<file path="src/rtl/cfd_hit_extractor_pkg.sv">
// cfd_hit_extractor_pkg
// Width helpers, pipeline latency and sample conversion shared by the CFD hit extractor.
//   cor_bits / inv_bits / sum_bits / lr_bits : datapath widths derived from the parameters
//   latency                                  : input group to FIFO write, in cycles
//   offset_to_signed                         : offset-binary sample to signed integer
package cfd_hit_extractor_pkg;

    // Corrected sample: baseline-sum width plus a guard bit for the subtraction.
    function automatic int unsigned cor_bits(input int unsigned bsumbits);
        return bsumbits + 1;
    endfunction

    // Inverted branch carries the extra gain bits.
    function automatic int unsigned inv_bits(input int unsigned bsumbits,
                                             input int unsigned shift);
        return cor_bits(bsumbits) + shift;
    endfunction

    function automatic int unsigned sum_bits(input int unsigned bsumbits,
                                             input int unsigned shift);
        return inv_bits(bsumbits, shift) + 1;
    endfunction

    // Bisection accumulates L+R before halving, so one more bit than the sums.
    function automatic int unsigned lr_bits(input int unsigned bsumbits,
                                            input int unsigned shift);
        return sum_bits(bsumbits, shift) + 1;
    endfunction

    // Three cycles to registered sums, one decision cycle, one cycle per result bit.
    function automatic int unsigned latency(input int unsigned resolution);
        return 4 + resolution;
    endfunction

    // Flip the MSB and sign-extend the low 'bits' bits to a full int.
    function automatic int offset_to_signed(input logic [31:0] sample,
                                            input int unsigned bits);
        logic [31:0] flipped;
        flipped = sample ^ (32'd1 << (bits - 1));
        return $signed(flipped << (32 - bits)) >>> (32 - bits);
    endfunction

endpackage

</file>
<file path="src/rtl/cfd_hit_extractor_if.sv">
// cfd_hit_extractor_if
// Valid/ready result stream from the CFD hit extractor to the hit-record builder.
//   t_out   : {ltc, lane, subsample} at the FIFO head
//   t_valid : head is valid
//   t_ready : consumer takes the head when t_valid & t_ready
interface cfd_hit_extractor_if #(
    parameter int unsigned TBITS = 38
);
    logic [TBITS-1:0] t_out;
    logic             t_valid;
    logic             t_ready;

    modport master (output t_out, output t_valid, input t_ready);
    modport slave  (input t_out, input t_valid, output t_ready);
endinterface

</file>
<file path="src/rtl/cfd_hit_extractor_bisect_stage.sv">
// cfd_hit_extractor_bisect_stage
// One registered bisection step of the zero-crossing interval [L, R].
//   i_clk, i_reset   : clock, synchronous active-high reset
//   i_l, i_r         : interval ends (L >= 0 > R on entry)
//   i_word           : result bits so far
//   o_l, o_r, o_word : narrowed interval and word with one more bit appended at the LSB
module cfd_hit_extractor_bisect_stage #(
    parameter int unsigned LRBITS     = 23,
    parameter int unsigned RESOLUTION = 4
) (
    input  logic                     i_clk,
    input  logic                     i_reset,
    input  logic signed [LRBITS-1:0] i_l,
    input  logic signed [LRBITS-1:0] i_r,
    input  logic [RESOLUTION-1:0]    i_word,
    output logic signed [LRBITS-1:0] o_l,
    output logic signed [LRBITS-1:0] o_r,
    output logic [RESOLUTION-1:0]    o_word
);
    logic signed [LRBITS-1:0] w_mid;
    logic signed [LRBITS-1:0] w_half;
    logic                     w_bit;

    logic signed [LRBITS-1:0] r_l;
    logic signed [LRBITS-1:0] r_r;
    logic [RESOLUTION-1:0]    r_word;

    // m = L + R is twice the midpoint; its sign says which half holds the crossing.
    always_comb begin
        w_mid  = i_l + i_r;
        w_half = w_mid >>> 1;
        w_bit  = ~w_mid[LRBITS-1];
    end

    always_ff @(posedge i_clk) begin
        if (i_reset) begin
            r_l    <= '0;
            r_r    <= '0;
            r_word <= '0;
        end else begin
            r_l    <= w_bit ? w_half : i_l;
            r_r    <= w_bit ? i_r : w_half;
            r_word <= (i_word << 1) | RESOLUTION'(w_bit);
        end
    end

    assign o_l    = r_l;
    assign o_r    = r_r;
    assign o_word = r_word;
endmodule

</file>
<file path="src/rtl/cfd_hit_extractor.sv">
// cfd_hit_extractor
// Constant-fraction time extractor for NSAMP-samples-per-clock digitizer streams.
// Baseline-corrects each group, forms CFD sums, picks the earliest TOT-gated zero crossing,
// bisects it to RESOLUTION sub-sample bits and queues {ltc, lane, subsample} in a small FIFO.
//   i_clk, i_reset : clock, synchronous active-high reset
//   i_enable       : detection enable (in-flight results still complete)
//   i_ltc          : time counter of the current group
//   i_samples      : NSAMP offset-binary samples, sample 0 (earliest) in the low bits
//   i_tot          : per-sample TOT flags
//   i_bsum         : baseline sum, two's complement, scaled by 2^(BSUMBITS-INBITS)
//   io_hit         : result stream (t_out / t_valid / t_ready)
//   o_drop_count   : saturating count of results lost to a full FIFO
module cfd_hit_extractor
    import cfd_hit_extractor_pkg::*;
#(
    parameter int unsigned INBITS     = 14,
    parameter int unsigned BSUMBITS   = 18,
    parameter int unsigned NSAMP      = 4,
    parameter int unsigned DELAY      = 1,
    parameter int unsigned SHIFT      = 2,
    parameter int unsigned RESOLUTION = 4,
    parameter int unsigned HOLDOFF    = 2,
    parameter int unsigned FIFO_DEPTH = 4
) (
    input  logic                    i_clk,
    input  logic                    i_reset,
    input  logic                    i_enable,
    input  logic [31:0]             i_ltc,
    input  logic [NSAMP*INBITS-1:0] i_samples,
    input  logic [NSAMP-1:0]        i_tot,
    input  logic [BSUMBITS-1:0]     i_bsum,
    cfd_hit_extractor_if.master     io_hit,
    output logic [15:0]             o_drop_count
);
    localparam int unsigned IDXBITS = $clog2(NSAMP);
    localparam int unsigned SCALE   = BSUMBITS - INBITS;
    localparam int unsigned CORBITS = cor_bits(BSUMBITS);
    localparam int unsigned INVBITS = inv_bits(BSUMBITS, SHIFT);
    localparam int unsigned SUMBITS = sum_bits(BSUMBITS, SHIFT);
    localparam int unsigned LRBITS  = lr_bits(BSUMBITS, SHIFT);
    localparam int unsigned TBITS   = 32 + IDXBITS + RESOLUTION;
    localparam int unsigned PTRBITS = $clog2(FIFO_DEPTH);
    localparam int unsigned HOBITS  = (HOLDOFF > 0) ? $clog2(HOLDOFF + 1) : 1;
    // Input group to registered sums.
    localparam int unsigned SUMDLY  = 3;

    // ------------------------------------------------------------------------------------
    // Correction, records and CFD sums
    // ------------------------------------------------------------------------------------
    logic signed [CORBITS-1:0] w_cor     [NSAMP];
    logic signed [CORBITS-1:0] r_cor_rec [2*NSAMP];
    logic signed [INVBITS-1:0] r_inv_rec [2*NSAMP];
    logic signed [SUMBITS-1:0] r_sum     [NSAMP+1];
    logic [NSAMP-1:0]          r_tot_d   [SUMDLY];
    logic [31:0]               r_ltc_d   [SUMDLY];

    always_comb begin
        for (int k = 0; k < int'(NSAMP); k++) begin
            w_cor[k] = CORBITS'(offset_to_signed(32'(i_samples[k*INBITS +: INBITS]), INBITS)
                                <<< SCALE) - CORBITS'($signed(i_bsum));
        end
    end

    // r_cor_rec holds groups {G, G+1}; r_inv_rec is the inverted copy one group older,
    // {G-1, G}, so index k+NSAMP-DELAY lands DELAY samples before cor index k.
    always_ff @(posedge i_clk) begin
        if (i_reset) begin
            for (int j = 0; j < int'(2 * NSAMP); j++) begin
                r_cor_rec[j] <= '0;
                r_inv_rec[j] <= '0;
            end
            for (int k = 0; k <= int'(NSAMP); k++) begin
                r_sum[k] <= '0;
            end
            for (int d = 0; d < int'(SUMDLY); d++) begin
                r_tot_d[d] <= '0;
                r_ltc_d[d] <= '0;
            end
        end else begin
            for (int j = 0; j < int'(NSAMP); j++) begin
                r_cor_rec[j]         <= r_cor_rec[j+NSAMP];
                r_cor_rec[j+NSAMP]   <= w_cor[j];
            end
            for (int j = 0; j < int'(2 * NSAMP); j++) begin
                r_inv_rec[j] <= -(INVBITS'(r_cor_rec[j]) <<< SHIFT);
            end
            for (int k = 0; k <= int'(NSAMP); k++) begin
                r_sum[k] <= SUMBITS'(r_cor_rec[k]) + SUMBITS'(r_inv_rec[k+NSAMP-DELAY]);
            end
            r_tot_d[0] <= i_tot;
            r_ltc_d[0] <= i_ltc;
            for (int d = 1; d < int'(SUMDLY); d++) begin
                r_tot_d[d] <= r_tot_d[d-1];
                r_ltc_d[d] <= r_ltc_d[d-1];
            end
        end
    end

    // ------------------------------------------------------------------------------------
    // Crossing decision and holdoff
    // ------------------------------------------------------------------------------------
    logic                     w_hit;
    logic                     w_accept;
    logic [IDXBITS-1:0]       w_lane;
    logic signed [LRBITS-1:0] w_left;
    logic signed [LRBITS-1:0] w_right;

    logic                     r_dec_valid;
    logic [IDXBITS-1:0]       r_dec_lane;
    logic [31:0]              r_dec_ltc;
    logic signed [LRBITS-1:0] r_dec_l;
    logic signed [LRBITS-1:0] r_dec_r;
    logic [HOBITS-1:0]        r_holdoff;

    // Scan from the top lane down so the lowest qualifying lane is the one left standing.
    always_comb begin
        w_hit   = 1'b0;
        w_lane  = '0;
        w_left  = '0;
        w_right = '0;
        for (int i = int'(NSAMP) - 1; i >= 0; i--) begin
            if (r_tot_d[SUMDLY-1][i] && !r_sum[i][SUMBITS-1] && r_sum[i+1][SUMBITS-1]) begin
                w_hit   = 1'b1;
                w_lane  = IDXBITS'(i);
                w_left  = LRBITS'(r_sum[i]);
                w_right = LRBITS'(r_sum[i+1]);
            end
        end
        w_accept = w_hit && i_enable && (r_holdoff == '0);
    end

    always_ff @(posedge i_clk) begin
        if (i_reset) begin
            r_dec_valid <= 1'b0;
            r_dec_lane  <= '0;
            r_dec_ltc   <= '0;
            r_dec_l     <= '0;
            r_dec_r     <= '0;
            r_holdoff   <= '0;
        end else begin
            r_dec_valid <= w_accept;
            r_dec_lane  <= w_lane;
            r_dec_ltc   <= r_ltc_d[SUMDLY-1];
            r_dec_l     <= w_left;
            r_dec_r     <= w_right;
            if (w_accept) begin
                r_holdoff <= HOBITS'(HOLDOFF);
            end else if (r_holdoff != '0) begin
                r_holdoff <= r_holdoff - HOBITS'(1);
            end
        end
    end

    // ------------------------------------------------------------------------------------
    // Bisection pipeline with matching valid/lane/ltc delay line
    // ------------------------------------------------------------------------------------
    logic signed [LRBITS-1:0] w_l    [RESOLUTION+1];
    logic signed [LRBITS-1:0] w_r    [RESOLUTION+1];
    logic [RESOLUTION-1:0]    w_word [RESOLUTION+1];

    logic                     r_pv    [RESOLUTION];
    logic [IDXBITS-1:0]       r_plane [RESOLUTION];
    logic [31:0]              r_pltc  [RESOLUTION];

    assign w_l[0]    = r_dec_l;
    assign w_r[0]    = r_dec_r;
    assign w_word[0] = '0;

    for (genvar s = 0; s < RESOLUTION; s++) begin : g_stage
        cfd_hit_extractor_bisect_stage #(
            .LRBITS     (LRBITS),
            .RESOLUTION (RESOLUTION)
        ) u_stage (
            .i_clk   (i_clk),
            .i_reset (i_reset),
            .i_l     (w_l[s]),
            .i_r     (w_r[s]),
            .i_word  (w_word[s]),
            .o_l     (w_l[s+1]),
            .o_r     (w_r[s+1]),
            .o_word  (w_word[s+1])
        );
    end

    always_ff @(posedge i_clk) begin
        if (i_reset) begin
            for (int s = 0; s < int'(RESOLUTION); s++) begin
                r_pv[s]    <= 1'b0;
                r_plane[s] <= '0;
                r_pltc[s]  <= '0;
            end
        end else begin
            r_pv[0]    <= r_dec_valid;
            r_plane[0] <= r_dec_lane;
            r_pltc[0]  <= r_dec_ltc;
            for (int s = 1; s < int'(RESOLUTION); s++) begin
                r_pv[s]    <= r_pv[s-1];
                r_plane[s] <= r_plane[s-1];
                r_pltc[s]  <= r_pltc[s-1];
            end
        end
    end

    // ------------------------------------------------------------------------------------
    // Output FIFO with drop accounting
    // ------------------------------------------------------------------------------------
    logic [TBITS-1:0] r_mem [FIFO_DEPTH];
    logic [PTRBITS:0] r_wptr;
    logic [PTRBITS:0] r_rptr;
    logic [15:0]      r_drop_count;

    logic             w_wr;
    logic [TBITS-1:0] w_wdata;
    logic             w_empty;
    logic             w_full;
    logic             w_rd;
    logic             w_push;
    logic             w_drop;

    // Pointers carry an extra wrap bit: equal low bits with differing wrap bits means full.
    always_comb begin
        w_wr    = r_pv[RESOLUTION-1];
        w_wdata = {r_pltc[RESOLUTION-1], r_plane[RESOLUTION-1], w_word[RESOLUTION]};
        w_empty = (r_wptr == r_rptr);
        w_full  = (r_wptr[PTRBITS] != r_rptr[PTRBITS]) &&
                  (r_wptr[PTRBITS-1:0] == r_rptr[PTRBITS-1:0]);
        w_rd    = !w_empty && io_hit.t_ready;
        // A read in the same cycle frees the slot, so a full FIFO can still accept.
        w_push  = w_wr && (!w_full || w_rd);
        w_drop  = w_wr && w_full && !w_rd;
    end

    always_ff @(posedge i_clk) begin
        if (i_reset) begin
            for (int e = 0; e < int'(FIFO_DEPTH); e++) begin
                r_mem[e] <= '0;
            end
            r_wptr       <= '0;
            r_rptr       <= '0;
            r_drop_count <= '0;
        end else begin
            if (w_push) begin
                r_mem[r_wptr[PTRBITS-1:0]] <= w_wdata;
                r_wptr                     <= r_wptr + 1'b1;
            end
            if (w_rd) begin
                r_rptr <= r_rptr + 1'b1;
            end
            if (w_drop && (r_drop_count != 16'hFFFF)) begin
                r_drop_count <= r_drop_count + 16'd1;
            end
        end
    end

    assign io_hit.t_out   = r_mem[r_rptr[PTRBITS-1:0]];
    assign io_hit.t_valid = !w_empty;
    assign o_drop_count   = r_drop_count;
endmodule

</file>
<file path="src/flat_wrapper.sv">
// flat-port wrapper written by rule: the top's interface ports become plain ports
module cfd_hit_extractor_flat import cfd_hit_extractor_pkg::*;
#(
    parameter int unsigned INBITS     = 14,
    parameter int unsigned BSUMBITS   = 18,
    parameter int unsigned NSAMP      = 4,
    parameter int unsigned DELAY      = 1,
    parameter int unsigned SHIFT      = 2,
    parameter int unsigned RESOLUTION = 4,
    parameter int unsigned HOLDOFF    = 2,
    parameter int unsigned FIFO_DEPTH = 4
)
  (i_clk, i_reset, i_enable, i_ltc, i_samples, i_tot, i_bsum, o_drop_count, io_hit_t_out, io_hit_t_valid, io_hit_t_ready);
  cfd_hit_extractor_if #(.TBITS((38))) io_hit_i ();
  input  logic i_clk;
  input  logic i_reset;
  input  logic i_enable;
  input  logic [31:0] i_ltc;
  input  logic [NSAMP*INBITS-1:0] i_samples;
  input  logic [NSAMP-1:0] i_tot;
  input  logic [BSUMBITS-1:0] i_bsum;
  output logic [15:0] o_drop_count;
  output wire logic [$bits(io_hit_i.t_out)-1:0] io_hit_t_out;
  output wire logic [$bits(io_hit_i.t_valid)-1:0] io_hit_t_valid;
  input wire logic [$bits(io_hit_i.t_ready)-1:0] io_hit_t_ready;
  assign io_hit_t_out = io_hit_i.t_out;
  assign io_hit_t_valid = io_hit_i.t_valid;
  assign io_hit_i.t_ready = io_hit_t_ready;
  cfd_hit_extractor #(.INBITS(INBITS), .BSUMBITS(BSUMBITS), .NSAMP(NSAMP), .DELAY(DELAY), .SHIFT(SHIFT), .RESOLUTION(RESOLUTION), .HOLDOFF(HOLDOFF), .FIFO_DEPTH(FIFO_DEPTH)) u_core (.i_clk(i_clk), .i_reset(i_reset), .i_enable(i_enable), .i_ltc(i_ltc), .i_samples(i_samples), .i_tot(i_tot), .i_bsum(i_bsum), .io_hit(io_hit_i), .o_drop_count(o_drop_count));
endmodule
</file>
<file path="config.mk">
export PLATFORM = sky130hd
export DESIGN_NAME = cfd_hit_extractor_flat
export DESIGN_NICKNAME = d
export VERILOG_FILES = /design/src/rtl/cfd_hit_extractor_pkg.sv /design/src/rtl/cfd_hit_extractor_if.sv /design/src/rtl/cfd_hit_extractor_bisect_stage.sv /design/src/rtl/cfd_hit_extractor.sv /design/src/flat_wrapper.sv
export SDC_FILE = /design/constraint.sdc
export NUM_CORES = 2
export LEC_CHECK = 0
export BUFFER_PORTS_ARGS = -buffer_cell sky130_fd_sc_hd__buf_2
export CAP_MARGIN = 20
export CORE_ASPECT_RATIO = 1.75
export CORE_MARGIN = 2
export CORE_UTILIZATION = 30
export DETAILED_ROUTE_END_ITERATION = 12
export GPL_TIMING_DRIVEN = 0
export PLACE_DENSITY = 0.49
export SLEW_MARGIN = 15
export SYNTH_ARGS = -nofsm -noshare
export SYNTH_HDL_FRONTEND = slang
export SYNTH_SLANG_ARGS = --single-unit
</file>
<file path="constraint.sdc">
create_clock -name i_clk -period 8.28 [get_ports i_clk]
set_clock_uncertainty 0.15 [all_clocks]
set_input_delay 1.656 -clock i_clk [delete_from_list [all_inputs] [get_ports i_clk]]
set_output_delay 1.656 -clock i_clk [all_outputs]
set_load 0.01 [all_outputs]
</file>
* After elaboration in Yosys (flattened, before gate mapping)
Memories as Yosys holds them, arrays and structs flattened. A register that Yosys moved wholly into a read port is not among the register bits. Index checks and enable logic that the tools add are counted.
Word-level totals: bits in writable memories 830, output and inout port bits 55, memories kept 9, logic and storage cells 218, input bits 114, register bits after elaboration 221
Memories:
- u_core.r_inv_rec | depth 8, bits a word 21, rd ports 5, clocked after Yosys merged registers in 0, write ports 8, RTL line cfd_hit_extractor.sv:52 | logic signed [INVBITS-1:0] r_inv_rec [2*NSAMP];
- u_core.r_cor_rec | depth 8, bits a word 19, rd ports 8, clocked after Yosys merged registers in 0, write ports 8, RTL line cfd_hit_extractor.sv:51 | logic signed [CORBITS-1:0] r_cor_rec [2*NSAMP];
- u_core.r_mem | depth 4, bits a word 38, rd ports 1, clocked after Yosys merged registers in 1, write ports 4, RTL line cfd_hit_extractor.sv:207 | logic [TBITS-1:0] r_mem [FIFO_DEPTH];
- u_core.r_pltc | depth 4, bits a word 32, rd ports 4, clocked after Yosys merged registers in 0, write ports 4, RTL line cfd_hit_extractor.sv:163 | logic [31:0] r_pltc [RESOLUTION];
- u_core.r_sum | depth 5, bits a word 22, rd ports 5, clocked after Yosys merged registers in 0, write ports 5, RTL line cfd_hit_extractor.sv:53 | logic signed [SUMBITS-1:0] r_sum [NSAMP+1];
- u_core.r_ltc_d | depth 3, bits a word 32, rd ports 3, clocked after Yosys merged registers in 1, write ports 3, RTL line cfd_hit_extractor.sv:55 | logic [31:0] r_ltc_d [SUMDLY];
- +3 memories
Cells by class: multiplexer cells 73, reduce and logical (&&, ||, !) cells 34, bitwise gates (word level) 50, eq/ne operators 4, add/subtract/negate cells 25
Operators with widths (number):
- $mux W23 | 11
- $mux W21 | 11
- $mux W32 | 7
- $neg A21 Y21 | 8
- $mux W19 | 8
- $add A19 B21 Y22 | 5
- $mux W22 | 5
- $add A23 B23 Y23 | 4
- $sub A18 B18 Y19 | 4
- $or A1 B1 Y1 | 39
- $mux W38 | 1
- $reduce_or A38 Y1 | 1
- $mux W2 | 11
- $add A16 B1 Y16 const B | 1
- $logic_and A1 B1 Y1 | 16
- $mux W1 | 16
- $ne A16 B16 Y1 const B | 1
- $mux W4 | 3
- $reduce_or A2 Y1 | 5
- $not A1 Y1 | 8
- $logic_not A1 Y1 | 7
- $add A3 B1 Y3 const B | 2
- $or A4 B1 Y4 | 1
- $reduce_bool A2 Y1 | 2
- 9 further kinds | 9

* Depth between registers and ports, before layout
An unclocked memory read counts as a cell.
word-level depth 11, depth in mapped cells 12, mapped depth without buffers 11

* Cells and area by module
From an unflattened synthesis, not the netlist that was laid out.
Second synthesis, totals: cell total of the unflattened synthesis 4565, area total of the unflattened synthesis 45311.0 µm²
By module, submodules not included:
- cfd_hit_extractor | cells each 3105, area each 32999.1 µm², sequential area each 17777.0 µm², times used 1
- cfd_hit_extractor_bisect_stage | cells each 365, area each 3078.0 µm², sequential area each 1001.0 µm², times used 4

* Worst setup path before layout
OpenSTA, ideal clock, no wires.
path kind input-to-reg, from input port io_hit_t_ready, to memory u_core.r_mem[3][0] (enable), data required time 7.644 ns, buffers on the path 0, setup time 0.486 ns, data arrival time 4.653 ns, path slack 2.991 ns, cell stages on the path 3, cell sequence or4_1 > nand2_1 > o21ai_0
RTL lines:
- from (decl) | RTL line flat_wrapper.sv:25 | input wire logic [$bits(io_hit_i.t_ready)-1:0] io_hit_t_ready;
- to (decl) | RTL line cfd_hit_extractor.sv:207

==> impl_metrics.yaml <==
status:
  outcome: "finished, final reports clean"
synthesis:
  synth-simple-area-share_pct: 19.3
  synth_top_family_by_area: "simple AND/OR/NAND/NOR gates"
  synthAdderAreaFrac_pct: 7.49
  synth-compound-area-share_pct: 10.9
  ys.flop_type: "dfxtp_1"
  syn_nets: 4378
  netlist_instances: 4021
  muxShareOfSynthArea_pct: 4.47
  synth_xor_area_share_pct: 5.38
  yosysSeqAreaShare_pct: 50.1
  syn_area_per_cell_um2: 10.2
  synth-edff-count: 152
  synthArstFlopShare_pct: 0
  syn_area_mm2: 0.0412
  synth_seq_cells: 954
  ys.warnings.count: 0
  ys_types: 88
pwr:
  power_mw: 11.0
  p_per_area_mw_per_mm2: 230
  vdd_drop_max_mv: 0.190
  power_leakage_nw: 20.0
cells_and_area:
  multi_input_area_mm2: 0.0196
  seq_area_mm2: 0.0206
  syn2layout_area_growth_pct: 15.8
  drive_gt1_share_pct: 10.2
  nFillCells: 14100
  finalNonFillerCells: 6181
  nets: 4649
floorplan:
  io_pins: 169
  rows: 179
  die-area_mm2: 0.140
  die_x_um: 284
  initial_utilization_pct: 30.2
  die_y_um: 494
  coreArea_mm2: 0.136
clocking:
  path_clk_slew_ns: 0.06
  cts-htree-levels: 3
  cts_hold_buffers: 0
  cts_buffers: 93
  clk_path_buf_depth: 3
  insertion_delay_ns: 0.72
  cts_resized: 0
  clkSinkCount: 954
  post-cts-setup-buffers: 0
  cts_root_buf: "clkbuf_16"
  cts_tree: "built"
sta:
  worst_slew_pin_slew_ns: 1.12
  slew_violations: 0
  finalCritPeriodShare_pct: 61.7
  fin_setup_tns_ns: 0
  hold_viol: 0
  setup_viol: 0
  rsz0062_at_grt: "false"
  fin_crit_ns: 5.11
  timing.slew.headroom_pct: 25.2
  timing.hold.ws_ns: 0.258
  max_freq_mhz: 196
routing:
  wl_mm: 133
  drt_iter0_drc: 1282
  via_per_inst: 4.69
  ant_nets: 0
  drc: 0
  routedWlPerCell_um: 21.5
  vias: 29000
  firstDrtPassIters: 5
grt:
  grtUsageMet2_pct: 35.6
  grt_util_all_layers_pct: 18.8
  met3_usage_pct: 2.80
  grt_max_degree: 39
  grt_pass1_wl_mm: 192
  antenna_found_initial: 9
  grt_overflow: 0
  busiest_layer: "met2"
  grt_pass1_vias: 30300
  grtUsageMet1_pct: 16.5
worst_setup_path:
  crit_type: "reg2out"
  cp_max_fo: 10
  crit_chain: "clkbuf_1 -> buf_1 -> mux4_2 -> buf_2"
  endpoint_kind: "output pin"
  cp_top_family: "buffers and inverters"
  critPathMaxStageDelay_ns: 0.76
  critPathArrivalTime_ns: 3.30
  crit_buf_inv: 3
  critPathLaunchType: "register"
  crit_slowest_cell: "buf_1"
  crit_required_ns: 6.47
run:
  drv_cap: 0
min_path:
  min_path_type: "reg2reg"
place:
  dp.cells: 6006
  hpwl_mm: 107
  port_buffers: 166
  routabilityCongestion: 1.00
-- final timing paths --
kind	start	cells after the start	slack [ns]	to
hold reg to reg	u_core.r_pv[0]$_SDFF_PP0_	1	0.26	u_core.r_pv[1]$_SDFF_PP0_
setup reg to reg	u_core.r_dec_l[1]$_SDFF_PP0_	11	3.93	u_core.g_stage[0].u_stage.o_l[0]$_SDFF_PP0_
setup / recovery	register	4	3.17	io_hit_t_out[23]
hold / removal	u_core.r_pv[0]$_SDFF_PP0_	1	0.26	u_core.r_pv[1]$_SDFF_PP0_
-- sequential cells by signal, summed over array words and instances (netlist names), named ones only --
register                       cells
u_core.r_mem                     152
u_core.r_cor_rec                 128
u_core.r_pltc                    128
u_core.r_sum                      97
u_core.r_ltc_d                    96
u_core.r_inv_rec                  82
u_core.g_stage.u_stage.o_l        66
u_core.g_stage.u_stage.o_r        66
u_core.r_dec_ltc                  32
u_core.r_dec_l                    22
u_core.r_dec_r                    22
u_core.o_drop_count               16
u_core.r_tot_d                    12
u_core.g_stage.u_stage.o_word     10
u_core.r_plane                     8
u_core.r_pv                        4
u_core.r_rptr                      3
u_core.r_wptr                      3
u_core.r_dec_lane                  2
u_core.r_holdoff                   2
u_core.r_dec_valid                 1
-- synthesized netlist by cell type (9+ instances only) --
cell | instances | area share, %
o21ai_0 | 78 | 0.95
or3_1 | 21 | 0.32
nand3_1 | 57 | 0.69
or4_1 | 14 | 0.26
o211ai_1 | 52 | 0.95
nor2_1 | 455 | 4.1
nand2b_1 | 29 | 0.44
and3_1 | 34 | 0.52
nand4_1 | 29 | 0.44
nor3_1 | 86 | 1.0
or2_2 | 17 | 0.26
mux2i_1 | 94 | 2.3
a21boi_0 | 9 | 0.16
nor4_1 | 22 | 0.33
nand2_1 | 157 | 1.4
clkbuf_1 | 133 | 1.2
nor2b_1 | 382 | 5.8
a31oi_1 | 25 | 0.38
buf_2 | 17 | 0.21
a221o_1 | 33 | 0.80
o21bai_1 | 15 | 0.27
o21a_1 | 31 | 0.56
a211oi_1 | 31 | 0.56
o31ai_1 | 15 | 0.27
edfxtp_1 | 152 | 11
and2_1 | 175 | 2.7
mux4_2 | 38 | 2.1
o22ai_1 | 12 | 0.18
buf_1 | 15 | 0.14
nand3b_1 | 13 | 0.24
xnor2_1 | 111 | 2.4
a21oi_1 | 198 | 2.4
ha_1 | 237 | 7.2
xor2_1 | 142 | 3.0
inv_1 | 84 | 0.77
dfxtp_1 | 802 | 39
a21o_1 | 60 | 1.1
-- stage by stage --
stage | setup WS [ns] | instance area, um2 | util, %
global placement | -1.56 | 44300 | 32.5
global route | 2.87 | 47700 | 35.0
finish | 3.17 | 47700 | 35.0
floorplan | 2.99 | 41200 | -
detailed placement | 2.99 | 44500 | 32.7
CTS | 2.96 | 47700 | 35.0
-- power breakdown --
part	switching [mW]	internal, mW
registers	0.261	4.97
clock network	1.89	2.49
logic	0.813	0.525
-- metal layers --
| layer | vias to the layer above | share of wire [%] |
|---|---|---|
| met5 | - | 0.020 |
| met4 | 4 | 12 |
| met3 | 394 | 3.4 |
| met2 | 712 | 52 |
| met1 | 13300 | 33 |
| li1 | 14600 | - |
-- logic make-up (layout without fill, tap and decap cells) --
group,after synthesis,count (layout)
xor+xnor,253,253
simple gates,1524,1524
flops,954,954
other cells,1,3
fa+ha+maj,243,243
mux,136,136
compound gates,658,658
buf+inv,252,600
-- worst reg2reg max path: cells and delay by family (launching register included) --
| family | cells | cell delay (ns) |
|---|---|---|
| AO/OA/AOI/OAI | 5 | 2.00 |
| buffers and inverters | 3 | 0.71 |
| flip-flops | 1 | 0.65 |
| adder cells (fa/ha/maj) | 1 | 0.46 |
| AND/OR/NAND/NOR | 2 | 0.23 |
-- final cells by class --
| cell class | instances | share of cell area [%] |
|---|---|---|
| Timing Repair Buffer | 176 | 2.11 |
| Clock inverter | 40 | 1.06 |
| Antenna cell | 2 | 0.0105 |
| Buffer | 167 | 1.40 |
| Multi-Input combinational cell | 2815 | 41.1 |
| Tap cell | 1810 | 4.75 |
| Clock buffer | 132 | 5.67 |
| Sequential cell | 954 | 43.2 |
| Inverter | 85 | 0.669 |
-- placed cells by master, fill, tap and decap left out, types with 85 or more instances in the layout --
master and n:
dfxtp_1 802, nor2_1 455, nor2b_1 382, ha_1 237, a21oi_1 198, buf_2 185, and2_1 175, nand2_1 157
edfxtp_1 152, clkbuf_1 145, xor2_1 142, xnor2_1 111, clkbuf_16 95, mux2i_1 94, nor3_1 86, inv_1 85
Note: power is estimated with default switching activity, not from simulation.
